File: src/rtl/uart_rx_pkg.sv
// rtl/uart_rx_pkg.sv - shared state type, prescaler constants and helpers for the UART receive sequencer
package uart_rx_pkg;

  typedef enum logic [2:0] {
    ST_IDLE   = 3'd0,
    ST_START  = 3'd1,
    ST_DATA   = 3'd2,
    ST_PARITY = 3'd3,
    ST_STOP   = 3'd4
  } rx_state_t;

  localparam logic [4:0] PRESC_4  = 5'd4;
  localparam logic [4:0] PRESC_8  = 5'd8;
  localparam logic [4:0] PRESC_16 = 5'd16;

  localparam int DEFAULT_DATA_WIDTH = 8;

  // Unsupported oversampling ratios fall back to 8 so the counters always
  // run with a sane bit period.
  function automatic logic [4:0] map_prescaler(input logic [4:0] raw);
    logic [4:0] mapped;
    case (raw)
      PRESC_4, PRESC_8, PRESC_16: mapped = raw;
      default:                    mapped = PRESC_8;
    endcase
    return mapped;
  endfunction

endpackage

File: src/rtl/uart_rx_fsm_edge_bit_counter.sv
// rtl/uart_rx_fsm_edge_bit_counter.sv - per-bit edge counter and received-bit counter
// Ports:
//   CLK, RST          clock, synchronous active-high reset
//   enable            counters run while high, cleared to 0 while low
//   bit_count_en      bit counter advances at bit-end only while high
//   presc             latched oversampling ratio (4, 8 or 16)
//   Edge_Counter      edge index inside the current bit, 0..presc-1
//   bit_end           high on the last edge of a bit (counter wrap cycle)
//   bit_count         number of bit-ends seen while bit_count_en was high
module edge_bit_counter
  import uart_rx_pkg::*;
(
  input  logic       CLK,
  input  logic       RST,
  input  logic       enable,
  input  logic       bit_count_en,
  input  logic [4:0] presc,
  output logic [4:0] Edge_Counter,
  output logic       bit_end,
  output logic [3:0] bit_count
);

  logic [4:0] edge_q, edge_d;
  logic [3:0] bit_count_q, bit_count_d;

  assign bit_end      = enable && (edge_q == (presc - 5'd1));
  assign Edge_Counter = edge_q;
  assign bit_count    = bit_count_q;

  always_comb begin
    edge_d      = edge_q;
    bit_count_d = bit_count_q;
    if (!enable) begin
      edge_d      = 5'd0;
      bit_count_d = 4'd0;
    end else begin
      edge_d = bit_end ? 5'd0 : edge_q + 5'd1;
      if (bit_end && bit_count_en) begin
        bit_count_d = bit_count_q + 4'd1;
      end
    end
  end

  always_ff @(posedge CLK) begin
    if (RST) begin
      edge_q      <= 5'd0;
      bit_count_q <= 4'd0;
    end else begin
      edge_q      <= edge_d;
      bit_count_q <= bit_count_d;
    end
  end

endmodule

File: src/rtl/uart_rx_fsm.sv
// rtl/uart_rx_fsm.sv - UART receive sequencer: start detect, bit sequencing, deserialize and frame checks
// Ports:
//   CLK, RST          oversampling clock, synchronous active-high reset
//   RX_IN             serial line, idle high
//   prescaler         oversampling ratio, latched at frame start
//   PAR_EN, PAR_TYP   parity present / odd parity, latched at frame start
//   Sampled_bit       majority-voted bit from the sampler
//   Data_Sample_EN    sampler enable, high while a frame is in progress
//   Edge_Counter      edge index inside the current bit
//   P_DATA            last cleanly received byte
//   Data_Valid        one-cycle pulse, clean frame
//   Par_Err           one-cycle pulse, parity mismatch
//   Stop_Err          one-cycle pulse, stop bit sampled low
//   Strt_Glitch       one-cycle pulse, start bit sampled high
//   Busy              high whenever the sequencer is not idle
module uart_rx_fsm
  import uart_rx_pkg::*;
#(
  parameter int DATA_WIDTH = DEFAULT_DATA_WIDTH
) (
  input  logic                  CLK,
  input  logic                  RST,
  input  logic                  RX_IN,
  input  logic [4:0]            prescaler,
  input  logic                  PAR_EN,
  input  logic                  PAR_TYP,
  input  logic                  Sampled_bit,
  output logic                  Data_Sample_EN,
  output logic [4:0]            Edge_Counter,
  output logic [DATA_WIDTH-1:0] P_DATA,
  output logic                  Data_Valid,
  output logic                  Par_Err,
  output logic                  Stop_Err,
  output logic                  Strt_Glitch,
  output logic                  Busy
);

  localparam logic [3:0] LAST_BIT = 4'(DATA_WIDTH - 1);

  rx_state_t             state_q, state_d;
  logic [4:0]            presc_q, presc_d;
  logic                  par_en_q, par_en_d;
  logic                  par_typ_q, par_typ_d;
  logic                  bit_hold_q, bit_hold_d;
  logic                  par_bad_q, par_bad_d;
  logic [DATA_WIDTH-1:0] shift_q, shift_d;
  logic [DATA_WIDTH-1:0] p_data_q, p_data_d;
  logic                  data_valid_q, data_valid_d;
  logic                  par_err_q, par_err_d;
  logic                  stop_err_q, stop_err_d;
  logic                  strt_glitch_q, strt_glitch_d;
  logic                  busy_q, busy_d;

  logic       bit_end;
  logic [3:0] bit_count;
  logic [4:0] edge_cnt;
  logic [4:0] strobe_edge;
  logic       strobe;
  logic       bit_val;

  edge_bit_counter u_counter (
    .CLK          (CLK),
    .RST          (RST),
    .enable       (busy_q),
    .bit_count_en (state_q == ST_DATA),
    .presc        (presc_q),
    .Edge_Counter (edge_cnt),
    .bit_end      (bit_end),
    .bit_count    (bit_count)
  );

  // At 4x oversampling the last edge is too close to the next bit, so the
  // bit is taken one edge earlier and held until bit-end.
  assign strobe_edge = (presc_q == PRESC_4) ? 5'd2 : (presc_q - 5'd1);
  assign strobe      = busy_q && (edge_cnt == strobe_edge);
  assign bit_val     = strobe ? Sampled_bit : bit_hold_q;

  always_comb begin
    state_d       = state_q;
    presc_d       = presc_q;
    par_en_d      = par_en_q;
    par_typ_d     = par_typ_q;
    par_bad_d     = par_bad_q;
    shift_d       = shift_q;
    p_data_d      = p_data_q;
    bit_hold_d    = strobe ? Sampled_bit : bit_hold_q;
    data_valid_d  = 1'b0;
    par_err_d     = 1'b0;
    stop_err_d    = 1'b0;
    strt_glitch_d = 1'b0;

    case (state_q)
      ST_IDLE: begin
        if (!RX_IN) begin
          presc_d   = map_prescaler(prescaler);
          par_en_d  = PAR_EN;
          par_typ_d = PAR_TYP;
          par_bad_d = 1'b0;
          state_d   = ST_START;
        end
      end
      ST_START: begin
        if (bit_end) begin
          if (bit_val) begin
            strt_glitch_d = 1'b1;
            state_d       = ST_IDLE;
          end else begin
            state_d = ST_DATA;
          end
        end
      end
      ST_DATA: begin
        if (bit_end) begin
          shift_d = {bit_val, shift_q[DATA_WIDTH-1:1]};
          if (bit_count == LAST_BIT) begin
            state_d = par_en_q ? ST_PARITY : ST_STOP;
          end
        end
      end
      ST_PARITY: begin
        if (bit_end) begin
          par_bad_d = bit_val ^ (^shift_q) ^ par_typ_q;
          state_d   = ST_STOP;
        end
      end
      ST_STOP: begin
        if (bit_end) begin
          stop_err_d   = ~bit_val;
          par_err_d    = par_bad_q;
          data_valid_d = bit_val & ~par_bad_q;
          if (bit_val && !par_bad_q) begin
            p_data_d = shift_q;
          end
          state_d = ST_IDLE;
        end
      end
      default: state_d = ST_IDLE;
    endcase

    busy_d = (state_d != ST_IDLE);
  end

  always_ff @(posedge CLK) begin
    if (RST) begin
      state_q       <= ST_IDLE;
      presc_q       <= 5'd0;
      par_en_q      <= 1'b0;
      par_typ_q     <= 1'b0;
      par_bad_q     <= 1'b0;
      bit_hold_q    <= 1'b0;
      shift_q       <= '0;
      p_data_q      <= '0;
      data_valid_q  <= 1'b0;
      par_err_q     <= 1'b0;
      stop_err_q    <= 1'b0;
      strt_glitch_q <= 1'b0;
      busy_q        <= 1'b0;
    end else begin
      state_q       <= state_d;
      presc_q       <= presc_d;
      par_en_q      <= par_en_d;
      par_typ_q     <= par_typ_d;
      par_bad_q     <= par_bad_d;
      bit_hold_q    <= bit_hold_d;
      shift_q       <= shift_d;
      p_data_q      <= p_data_d;
      data_valid_q  <= data_valid_d;
      par_err_q     <= par_err_d;
      stop_err_q    <= stop_err_d;
      strt_glitch_q <= strt_glitch_d;
      busy_q        <= busy_d;
    end
  end

  assign Data_Sample_EN = busy_q;
  assign Busy           = busy_q;
  assign Edge_Counter   = edge_cnt;
  assign P_DATA         = p_data_q;
  assign Data_Valid     = data_valid_q;
  assign Par_Err        = par_err_q;
  assign Stop_Err       = stop_err_q;
  assign Strt_Glitch    = strt_glitch_q;

endmodule

File: config.mk
export PLATFORM = sky130hd
export DESIGN_NAME = uart_rx_fsm
export DESIGN_NICKNAME = d
export VERILOG_FILES = /design/src/rtl/uart_rx_pkg.sv /design/src/rtl/uart_rx_fsm_edge_bit_counter.sv /design/src/rtl/uart_rx_fsm.sv
export SDC_FILE = /design/constraint.sdc
export NUM_CORES = 1
export LEC_CHECK = 0
export ABC_AREA = 0
export ABC_CLOCK_PERIOD_IN_PS = 8250
export BUFFER_PORTS_ARGS = -buffer_cell sky130_fd_sc_hd__buf_4
export CORE_AREA = 2 2 70 72
export CTS_BUF_LIST = sky130_fd_sc_hd__clkbuf_4 sky130_fd_sc_hd__clkbuf_8
export DETAILED_ROUTE_END_ITERATION = 8
export DIE_AREA = 0 0 72 74
export GPL_ROUTABILITY_DRIVEN = 0
export PLACE_DENSITY = 0.64
export SLEW_MARGIN = 40
export SYNTH_ARGS = -nofsm -noshare
export SYNTH_HDL_FRONTEND = slang
export SYNTH_SLANG_ARGS = --single-unit
File: constraint.sdc
create_clock -name CLK -period 8.25 [get_ports CLK]
set_clock_uncertainty 0.15 [all_clocks]
set_input_delay 1.65 -clock CLK [delete_from_list [all_inputs] [get_ports CLK]]
set_output_delay 1.65 -clock CLK [all_outputs]
set_load 0.005 [all_outputs]
### Word level (Yosys, flattened, before mapping)

Index checks and enable logic that the tools add are counted.
Widths: inputs -> output; s select.

* mux-type cells: 16
* add/sub/neg operators: 3
* equal/unequal tests: 13
* reduce and logical (&&, ||, !) cells: 18
* bitwise logic cells: 10

Operators by type and width (number)
* $mux 3: 7
* $pmux 3 s5: 1
* $reduce_or 3->1: 4
* $eq 5x3->1 const B: 2
* $eq 5x5->1: 2
* $mux 5: 2
* $reduce_xor 8->1: 1
* $not 1->1: 7
* $eq 3x2->1 const B: 2
* $reduce_and 3->1: 2
* $add 5x1->5 const B: 1
* $eq 5x4->1 const B: 1
* $eq 5x5->1 const B: 1
* $sub 5x1->5 const B: 1
* $add 4x1->4 const B: 1
* $eq 4x3->1 const B: 1
* $logic_and 1x1->1: 4
* $mux 1: 4
* $reduce_and 2->1: 2
* $eq 3x1->1 const B: 1
* $eq 3x3->1 const B: 1
* $logic_not 3->1: 1
* $reduce_bool 3->1: 1
* $mux 2: 1
* 8 further kinds: 9

* bits of input ports: 11
* output and inout port bits: 19
* register bits: 42

### Logic depth before layout (Yosys ltp)

Gate-level depths: netlist (run 1).

* depth in word-level cells: 9
* gate-level depth with buffers: 10
* mapped depth without buffers: 9

### Modules after synthesis

Synthesis (run 1) repeated with hierarchy kept, for this count alone.

* cell total of the unflattened synthesis: 233
* area total of the unflattened synthesis: 2011.9 um^2

Modules (own cells, without submodules)
* uart_rx_fsm: times used 1, seq. area each 660.6 um^2, area an instance 1517.7 um^2, cells each 179
* edge_bit_counter: times used 1, seq. area each 180.2 um^2, area an instance 494.2 um^2, cells each 54

### Worst setup path after synthesis (run 1)

OpenSTA, ideal clock, no wires.

* path kind: input-to-reg
* start point: in Sampled_bit
* end point: reg p_data_q[0] (netlist: P_DATA[0])
* stages on the path: 4
* arrival time: 2531 ps
* path slack: 5441 ps
* library setup time: 128 ps
* buffers on the path: 0
* cells stage by stage: mux2i_1 -> nor4_4 -> mux2i_1 -> nor2_1

* cells in the longest elaborated chain, start to end: 3

Ends and longest elaborated chain
* from (decl): line uart_rx_fsm.sv:27 `input logic Sampled_bit,`
* $mux 1
* $logic_and 1x1->1: line uart_rx_fsm.sv:131 `if (bit_val && !par_bad_q) begin`
* $reduce_and 3->1 (no line)
* to (signal assigned): line uart_rx_fsm.sv:166 `p_data_q <= p_data_d;`
* to (decl): line uart_rx_fsm.sv:47 `logic [DATA_WIDTH-1:0] p_data_q, p_data_d;`

Every way passes these cells.
A chain may end at the register's enable or synchronous reset.

### Worst setup path in the final report (run 1)

* start point: reg presc_q[0]
* end point: reg u_counter.bit_count_q[3] (netlist: u_counter.bit_count[3])

* cells in the longest elaborated chain, start to end: 4

Ends and longest elaborated chain
* from (decl): line uart_rx_fsm.sv:41 `logic [4:0] presc_q, presc_d;`
* from (signal assigned): line uart_rx_fsm.sv:160 `presc_q <= presc_d;`
* $sub 5x1->5: line uart_rx_fsm_edge_bit_counter.sv:26 `assign bit_end = enable && (edge_q == (presc - 5'd1));`
* $eq 5x5->1: line uart_rx_fsm_edge_bit_counter.sv:26
* $logic_and 1x1->1: line uart_rx_fsm_edge_bit_counter.sv:26
* $logic_and 1x1->1: line uart_rx_fsm_edge_bit_counter.sv:38 `if (bit_end && bit_count_en) begin`
* to (signal assigned): line uart_rx_fsm_edge_bit_counter.sv:50 `bit_count_q <= bit_count_d;`
* to (decl): line uart_rx_fsm_edge_bit_counter.sv:24 `logic [3:0] bit_count_q, bit_count_d;`

Every way passes these cells.

==> results of run 1 <==
==> flip-flops by register name, summed over array words and instances (netlist names), 3 cells and up <==
signal	flops
shift_q	8
P_DATA	8
state_q	3
u_counter.Edge_Counter	5
u_counter.bit_count	4
presc_q	5
==> power breakdown <==
group          internal, W  switching [W]  leakage [nW]
Clock            0.0000936      0.0000718        0.0548
Sequential        0.000205     0.00000297         0.339
Combinational    0.0000103      0.0000118         0.549
==> metrics by stage <==
stage | utilization (%) | std cells | setup slack (ns) | total power, W | hold slack (ns)
6_report | 49.96 | 289 | 5.196 | 0.0003953 | 0.3322
5_1_grt | 49.96 | 289 | 4.929 | 0.0004125 | 0.3569
4_1_cts | 49.85 | 289 | 5.172 | 0.0004017 | 0.3345
3_5_place_dp | 47.37 | 281 | 5.139 | 0.0002346 | 0.3185
3_3_place_gp | 47.37 | 281 | 5.144 | 0.0002346 | 0.3066
2_1_floorplan | - | 204 | 5.441 | 0.0002256 | 0.2988
==> worst paths after layout <==
check	from	end	slack, ns	depth (start not counted)
worst max-delay path	presc_q[0]$_SDFFE_PP0P_	u_counter.bit_count[3]$_SDFFE_PP0P_	5.20	8
worst min-delay path	par_typ_q$_SDFFE_PP0P_	par_typ_q$_SDFFE_PP0P_	0.33	2
worst max register to register	presc_q[0]$_SDFFE_PP0P_	u_counter.bit_count[3]$_SDFFE_PP0P_	5.20	8
worst min register to register	par_typ_q$_SDFFE_PP0P_	par_typ_q$_SDFFE_PP0P_	0.33	2
==> worst min-delay path: cells and delay by family, from the launching register on <==
family / cells / cell delay [ns]
AND/OR/NAND/NOR: 1 / 0.06
AO/OA/AOI/OAI: 1 / 0.05
flip-flops: 1 / 0.33
==> metal layers <==
| layer | share of wire [%] | track usage (%) |
|---|---|---|
| met1 | 51 | 21.70 |
| met2 | 43 | 22.53 |
| met3 | 3.6 | 5.014 |
| met4 | 2.0 | 7.547 |
| met5 | 0 | 0 |
==> cell usage in the layout, fill, tap and decap left out, types with 6 or more instances in the layout <==
cell and instances:
xnor2_1 13, nand2_1 10, nor3_1 6, xor2_1 6, dfxtp_1 42, nand3_1 6
inv_1 6, mux2i_1 20, nor2_1 36, buf_4 29
==> cells by family after synthesis <==
logic type                 count (synthesis)
AOI/OAI and AO/OA                         21
xor gates and xnor gates                  19
adders and majority gates                  4
buffers and inverters                     12
DFF                                       42
muxes                                     20
and+or+nand+nor                           86
==> area by class of cell <==
class | instances | share of cell area (%)
Clock buffer | 6 | 3.322
Clock inverter | 2 | 1.634
Inverter | 6 | 0.9804
Multi-Input combinational cell | 150 | 45.04
Sequential cell | 42 | 36.60
Tap cell | 54 | 2.941
Timing Repair Buffer | 29 | 9.477
==> flow_summary.yaml, run 1 <==
status:
  status: "finished clean"
synthesis:
  synth-seq-cells: 42
  synth_top_family_by_area: "simple AND/OR/NAND/NOR gates"
  synthAdderAreaFrac_pct: 2.606
  muxShareOfSynthArea_pct: 10.42
  synth.distinct_cells: 40
  synth_area_per_cell_um2: 9.415
  synth_compound_area_share_pct: 8.534
  synthArstFlopShare_pct: 0
  synth_top_flop_cell: "dfxtp_1"
  synth_edf_count: 0
  synth_nets: 219
  synth_most_common_cell: "dfxtp_1"
  synth-seq-area-share_pct: 43.78
  synth_xor_area_share_pct: 8.664
  synth_common_cells: "dfxtp_1 (42), nor2_1 (36), mux2i_1 (20)"
  yosys-top-cells-area: "dfxtp_1 (44%), mux2i_1 (10%), nor2_1 (7.0%)"
  syn-cell-area_um2: 1921
  yosys.area.top_type: "dfxtp_1"
  yosysWarnings: 0
  yosys.area_share.simple_pct: 23.39
  synth_cells: 204
  synth_top_area_share_pct: 43.78
critical_path:
  arrival_ns: 3.13
  crit_type: "reg2reg"
  cp_num_buf_inv: 1
  end_kind: "register"
  cp-start-kind: "register"
  worstPathMaxFanout: 13
  crit_path_cell_trace: "inv_1 -> ha_1 -> nor3b_4 -> xnor2_1 -> a2111oi_4 -> nand3_1 -> or3_1 -> a21oi_1"
  critPathRequiredTime_ns: 8.33
  worst_path_max_delay_cell: "nand3_1"
  crit_family: "simple AND/OR/NAND/NOR gates"
  crit_path_max_incr_delay_ns: 0.60
detailed_routing:
  wire_per_inst_um: 12.91
  drt-vias-per-instance: 4.931
  drtPass1Iterations: 4
  vias: 1425
  drt_iter0_markers: 72
  routed_wl_um: 3731
  drc: 0
  postRouteAntennaNets: 0
sta:
  hold_violations: 0
  setup_viol: 0
  fin_crit_sh_pct: 37.02
  fin_setup_tns_ns: 0
  slew_headroom_pct: 51.89
  rsz0062_at_grt: "no"
  tightest_slew_ns: 0.7163
  finalCriticalPeriod_ns: 3.054
  drv_slew: 0
  fmax_mhz: 327.4
layout:
  final_layout_size_suffix_gt1_share_pct: 20.00
  design_area_um2: 2297
  seq_area_um2: 840.8
  multiInputGateArea_um2: 1035
  syn2layout_area_growth_pct: 19.61
  nFillCells: 447
  final_nets: 249
  n_antenna_cell: 0
global_routing:
  grt_pass1_vias: 1329
  antenna_found_initial: 0
  overflow: 0
  groute.usage.overall_pct: 15.79
  grt_max_degree: 32
  grt_pass1_wl_um: 6410
clocking:
  clock_sinks: 42
  post-cts-setup-buffers: 0
  cts_tree: "built"
  cts_resized: 0
  ctsHoldBuffers: 0
  clk_latency_ns: 0.30
  htreeDepth: 2
  cts_buffers: 5
  clockBufferDepth: 2
  path_clk_slew_ns: 0.08
  cts_root_buf: "clkbuf_8"
die:
  die_h_um: 74
  die_area_um2: 5328
  rows: 25
  core_area_um2: 4598
  io_pins: 30
  fp.dieW_um: 72
  start_util_pct: 41.77
power:
  power_leakage_nw: 0.9428
  peakVddDrop_mv: 0.1097
  powerDensity_nw_per_um2: 172.1
place:
  place_hpwl_um: 2661
  portBuffers: 29
  dpl_cell_area_um2: 2178
min_path:
  hold_path_class: "reg2reg"
job:
  drv_cap: 0
(Power assumes the default switching activity.)
==> inputs of run 2 (changes only) <==
--- a/config.mk
+++ b/config.mk
@@ -6,7 +6,7 @@
 export NUM_CORES = 1
 export LEC_CHECK = 0
 export ABC_AREA = 0
-export ABC_CLOCK_PERIOD_IN_PS = 8250
+export ABC_CLOCK_PERIOD_IN_PS = 2850
 export BUFFER_PORTS_ARGS = -buffer_cell sky130_fd_sc_hd__buf_4
 export CORE_AREA = 2 2 70 72
 export CTS_BUF_LIST = sky130_fd_sc_hd__clkbuf_4 sky130_fd_sc_hd__clkbuf_8
==> constraint.sdc (replaced) <==
create_clock -name CLK -period 2.85 [get_ports CLK]
set_clock_uncertainty 0.15 [all_clocks]
set_input_delay 0.57 -clock CLK [delete_from_list [all_inputs] [get_ports CLK]]
set_output_delay 0.57 -clock CLK [all_outputs]
set_load 0.005 [all_outputs]
==> flow_summary.yaml, run 2 (synthesis gave the netlist of run 1 again) <==
clocking:
  htreeDepth: 2
  cts_root_buf: "clkbuf_8"
  cts_resized: 0
  clockBufferDepth: 2
  cts_buffers: 5
  path_clk_slew_ns: 0.09
  cts_tree: "built"
  clock_sinks: 42
  clk_latency_ns: 0.30
layout:
  seq_area_um2: 840.8
  design_area_um2: 2302
  final_layout_size_suffix_gt1_share_pct: 20.92
  syn2layout_area_growth_pct: 19.87
  final_cell_mix: "dfxtp_1 (42), nor2_1 (36), buf_4 (33)"
  final_nets: 253
  n_antenna_cell: 0
  nFillCells: 454
  final_common_cell: "dfxtp_1"
  multiInputGateArea_um2: 1030
power:
  peakVddDrop_mv: 0.2817
  power_leakage_nw: 0.9499
  powerDensity_nw_per_um2: 462.8
  swShare_pct: 24.83
  power_frac_seq_pct: 56.5
  power_frac_comb_pct: 6.1
  netSwitchingPower_w: 0.0002646
  power.internal_w: 0.0008008
  pwr-share-clk_pct: 37.4
  p_total_w: 0.001065
sta:
  hold_violations: 0
  setup_viol: 0
  hold_ws_ns: 0.3337
  rsz0062_at_grt: "no"
  slew_headroom_pct: 67.67
  fmax_mhz: 374.4
  fin_setup_tns_ns: 0
  worst_slack_ns: 0.1791
  drv_slew: 0
  fin_crit_sh_pct: 93.71
  tightest_slew_ns: 0.4805
  finalCriticalPeriod_ns: 2.671
place:
  portBuffers: 29
  pre_cts_slack_ns: 0.1453
  dpl_cell_area_um2: 2208
  place_hpwl_um: 2670
die:
  fp.dieW_um: 72
  die_area_um2: 5328
  start_util_pct: 41.77
  core_area_um2: 4598
  die_h_um: 74
  io_pins: 30
  rows: 25
detailed_routing:
  vias: 1441
  wire_per_inst_um: 12.41
  postRouteAntennaNets: 0
  routed_wl_um: 3635
  drt_iter0_markers: 121
  drtPass1Iterations: 4
  drt-vias-per-instance: 4.918
  drc: 0
global_routing:
  grt_max_degree: 32
  overflow: 0
  antenna_found_initial: 0
  grt_pass1_vias: 1393
  groute.usage.overall_pct: 15.73
  grt_pass1_wl_um: 6465
critical_path:
  arrival_ns: 2.71
  reg2regPathDepth: 9
  r2r_start: "presc_q[0]$_SDFFE_PP0P_"
  r2r_slack_ns: 0.18
  cp-start-kind: "register"
  crit_path_max_incr_delay_ns: 0.43
  worstPathMaxFanout: 5
  worst_path_max_delay_cell: "a2111oi_4"
  r2r-end: "Busy$_SDFF_PP0_"
  critPathRequiredTime_ns: 2.89
  crit_path_cell_trace: "inv_1 -> ha_1 -> nor3b_4 -> xnor2_1 -> a2111oi_4 -> and2_2 -> nor2_1 -> o31a_1 -> or3_1"
  crit_type: "reg2reg"
  end_kind: "register"
job:
  drv_cap: 0
status:
  status: "finished clean"
min_path:
  hold_depth: 2
  min_to: "par_typ_q$_SDFFE_PP0P_"
  hold_path_class: "reg2reg"
  hold_path.startpoint: "par_typ_q$_SDFFE_PP0P_"
## run 2: what timing repair did
| item | in CTS | in global routing |
|---|---|---|
| buffers inserted | 0 | 0 |
| setup endpoints to repair | 0 | 4 |
| hold buffers | 0 | 0 |
## run 2: worst max path at each step
stage / startpoint / to / slack, ns / cells after the start
after floorplan: presc_q[0]$_SDFFE_PP0P_ / Busy$_SDFF_PP0_ / 0.21 / 10
after global placement: presc_q[0]$_SDFFE_PP0P_ / Busy$_SDFF_PP0_ / 0.22 / 9
after detailed placement: presc_q[0]$_SDFFE_PP0P_ / Busy$_SDFF_PP0_ / 0.15 / 9
after CTS: presc_q[0]$_SDFFE_PP0P_ / Busy$_SDFF_PP0_ / 0.12 / 9
after global routing: presc_q[0]$_SDFFE_PP0P_ / Busy$_SDFF_PP0_ / 0.002 / 9
final: presc_q[0]$_SDFFE_PP0P_ / Busy$_SDFF_PP0_ / 0.18 / 9
## run 2: final cells by class
type / instances / area share, %
clock inverter: 3 / 1.087
inverter: 6 / 0.9783
multi-input combinational: 150 / 44.73
timing repair buffer: 33 / 10.76
clock buffer: 5 / 2.989
sequential: 42 / 36.52
tap: 54 / 2.935
## run 2: through the flow
step           utilization, %  cells
2_1_floorplan               -    204
5_1_grt                 50.07    293
3_3_place_gp            48.03    285
3_5_place_dp            48.03    285
4_1_cts                 50.07    293
6_report                50.07    293
## run 2: routing by layer
layer  GRT usage [%]  part of all wire, %  up-vias
li1                -                    -      764
met1           21.97                   50      644
met2           23.05                   44       24
met3           3.117                  3.7        9
met4           8.386                  2.5        0
met5               0                    0        -
## run 2: power by group through the flow
| stage | combinational [W] | sequential, W | clock, W |
|---|---|---|---|
| after floorplan | 0.0000395 | 0.000614 | 0 |
| after global placement | 0.0000644 | 0.000616 | 0 |
| after detailed placement | 0.0000652 | 0.000616 | 0 |
| after CTS | 0.0000654 | 0.000602 | 0.000419 |
| after global routing | 0.0000736 | 0.000604 | 0.000439 |
| final | 0.0000645 | 0.000602 | 0.000399 |
## run 2: critical path, delay by kind of cell (launching register included)
kind                       cells  cell delay (ns)
adders and majority gates      1             0.23
and+or+nand+nor                4             0.84
xor gates and xnor gates       1             0.16
buffers and inverters          1             0.09
AOI/OAI and AO/OA              2             0.71
DFF                            1             0.38
==> inputs of run 3 (changes only) <==
--- a/config.mk
+++ b/config.mk
@@ -6,14 +6,14 @@
 export NUM_CORES = 1
 export LEC_CHECK = 0
 export ABC_AREA = 0
-export ABC_CLOCK_PERIOD_IN_PS = 2850
+export ABC_CLOCK_PERIOD_IN_PS = 2380
 export BUFFER_PORTS_ARGS = -buffer_cell sky130_fd_sc_hd__buf_4
 export CORE_AREA = 2 2 70 72
 export CTS_BUF_LIST = sky130_fd_sc_hd__clkbuf_4 sky130_fd_sc_hd__clkbuf_8
 export DETAILED_ROUTE_END_ITERATION = 8
 export DIE_AREA = 0 0 72 74
 export GPL_ROUTABILITY_DRIVEN = 0
-export PLACE_DENSITY = 0.64
+export PLACE_DENSITY = 0.68
 export SLEW_MARGIN = 40
 export SYNTH_ARGS = -nofsm -noshare
 export SYNTH_HDL_FRONTEND = slang
==> constraint.sdc (replaced) <==
create_clock -name CLK -period 2.38 [get_ports CLK]
set_clock_uncertainty 0.15 [all_clocks]
set_input_delay 0.476 -clock CLK [delete_from_list [all_inputs] [get_ports CLK]]
set_output_delay 0.476 -clock CLK [all_outputs]
set_load 0.005 [all_outputs]
==> flow_summary.yaml, run 3 (synthesis gave the netlist of run 1 again) <==
layout:
  nFillCells: 402
  final_cell_mix: "buf_4 (43), dfxtp_1 (40), nor2_1 (35)"
  final_layout_size_suffix_gt1_share_pct: 29.37
  n_antenna_cell: 0
  syn2layout_area_growth_pct: 31.07
  final_nets: 266
  final_common_cell: "buf_4"
  fin_util_pct: 54.75
sta:
  worst_slack_ns: -0.01277
  slew_headroom_pct: 69.59
  setup_viol: 2
  hold_violations: 0
  fin_crit_sh_pct: 100.5
  finalCriticalPeriod_ns: 2.393
  tightest_slew_ns: 0.4519
  drv_slew: 0
  fin_setup_tns_ns: -0.01837
  fmax_mhz: 417.9
  rsz0062_at_grt: "yes"
clocking:
  clock_sinks: 42
  clk_latency_ns: 0.30
  path_clk_slew_ns: 0.08
  ctsHoldBuffers: 0
  cts_tree: "built"
  clockBufferDepth: 2
  htreeDepth: 2
  cts_buffers: 5
  cts_root_buf: "clkbuf_8"
critical_path:
  reg2regPathDepth: 11
  crit_type: "reg2reg"
  arrival_ns: 2.44
  end_kind: "register"
  worstPathMaxFanout: 3
  r2r_slack_ns: -0.01
  cp-start-kind: "register"
  critPathRequiredTime_ns: 2.43
place:
  place_hpwl_um: 2813
  pre_cts_slack_ns: -0.003391
  portBuffers: 29
die:
  die_h_um: 74
  fp.dieW_um: 72
  core_area_um2: 4598
  io_pins: 30
  rows: 25
  die_area_um2: 5328
  start_util_pct: 41.77
global_routing:
  grt_pass1_wl_um: 6265
  overflow: 0
  groute.usage.overall_pct: 15.51
  grt_pass1_vias: 1329
  antenna_found_initial: 0
  grt_max_degree: 32
power:
  power_leakage_nw: 1.064
  peakVddDrop_mv: 0.3342
  powerDensity_nw_per_um2: 588.5
detailed_routing:
  wire_per_inst_um: 12.97
  drc: 0
  drt_iter0_markers: 105
  routed_wl_um: 3970
  drt-vias-per-instance: 4.941
  drtPass1Iterations: 4
  vias: 1512
  postRouteAntennaNets: 0
job:
  drv_cap: 0
status:
  violations: "negative setup slack"
  status: "complete, but fails checks"
min_path:
  hold_path_class: "in2reg"
  hold_depth: 3
==> run 3: layout make-up <==
type | instances | area, um^2 | area share (%)
multi-input combinational | 150 | 1081 | 42.94
sequential | 42 | 843.3 | 33.50
timing repair buffer | 46 | 365.4 | 14.51
clock buffer | 5 | 68.82 | 2.734
clock inverter | 3 | 68.82 | 2.734
tap | 54 | 67.56 | 2.684
inverter | 6 | 22.52 | 0.8946
==> run 3: critical path, stage by stage, from the launching register on <==
cell	delay, ns
dfxtp_2	0.33
inv_2	0.08
ha_4	0.14
nor3b_4	0.26
xnor2_2	0.13
a2111oi_4	0.31
buf_4	0.19
buf_4	0.12
nand2_4	0.05
mux2i_4	0.19
xnor2_1	0.13
o41ai_1	0.22
==> run 3: path summary, 6_finish.rpt <==
path,from,end
hold / removal,PAR_EN,par_en_q$_SDFFE_PP0P_
setup reg to reg,presc_q[1]$_SDFFE_PP0P_,par_bad_q$_SDFFE_PP0P_
setup / recovery,presc_q[1]$_SDFFE_PP0P_,par_bad_q$_SDFFE_PP0P_
hold reg to reg,par_typ_q$_SDFFE_PP0P_,par_typ_q$_SDFFE_PP0P_
==> run 3: what timing repair did <==
| item | in CTS | in global routing |
|---|---|---|
| setup endpoints to repair | 3 | 17 |
| pin swaps | 1 | 4 |
| gates resized for setup | 2 | 8 |
| setup buffers | 2 | 2 |
==> run 3: metal layers <==
metal,track usage (%),wire [um],share of wire [%]
met3,6.098,134,3.4
met5,0,0,0
met1,21.06,1952,49
met4,5.660,63,1.6
met2,22.43,1820,46
==> run 3: through the flow <==
step                hold WS [ns]  total power (W)  instances  area [um^2]
global placement          0.3063        0.0008184        294         2311
CTS                       0.2612         0.001495        304         2467
finish                    0.2714         0.001482        306         2517
floorplan                 0.2988        0.0007838        204         1949
detailed placement        0.3194        0.0008188        294         2311
global route              0.2734         0.001533        306         2517
==> run 3: report_power, final <==
group          switching, W  internal [W]  leakage, nW  total (W)
registers        0.00000926      0.000710        0.341   0.000719
clock network      0.000258      0.000420       0.0683   0.000679
logic             0.0000433     0.0000404        0.655  0.0000836
total              0.000311       0.00117         1.06    0.00148
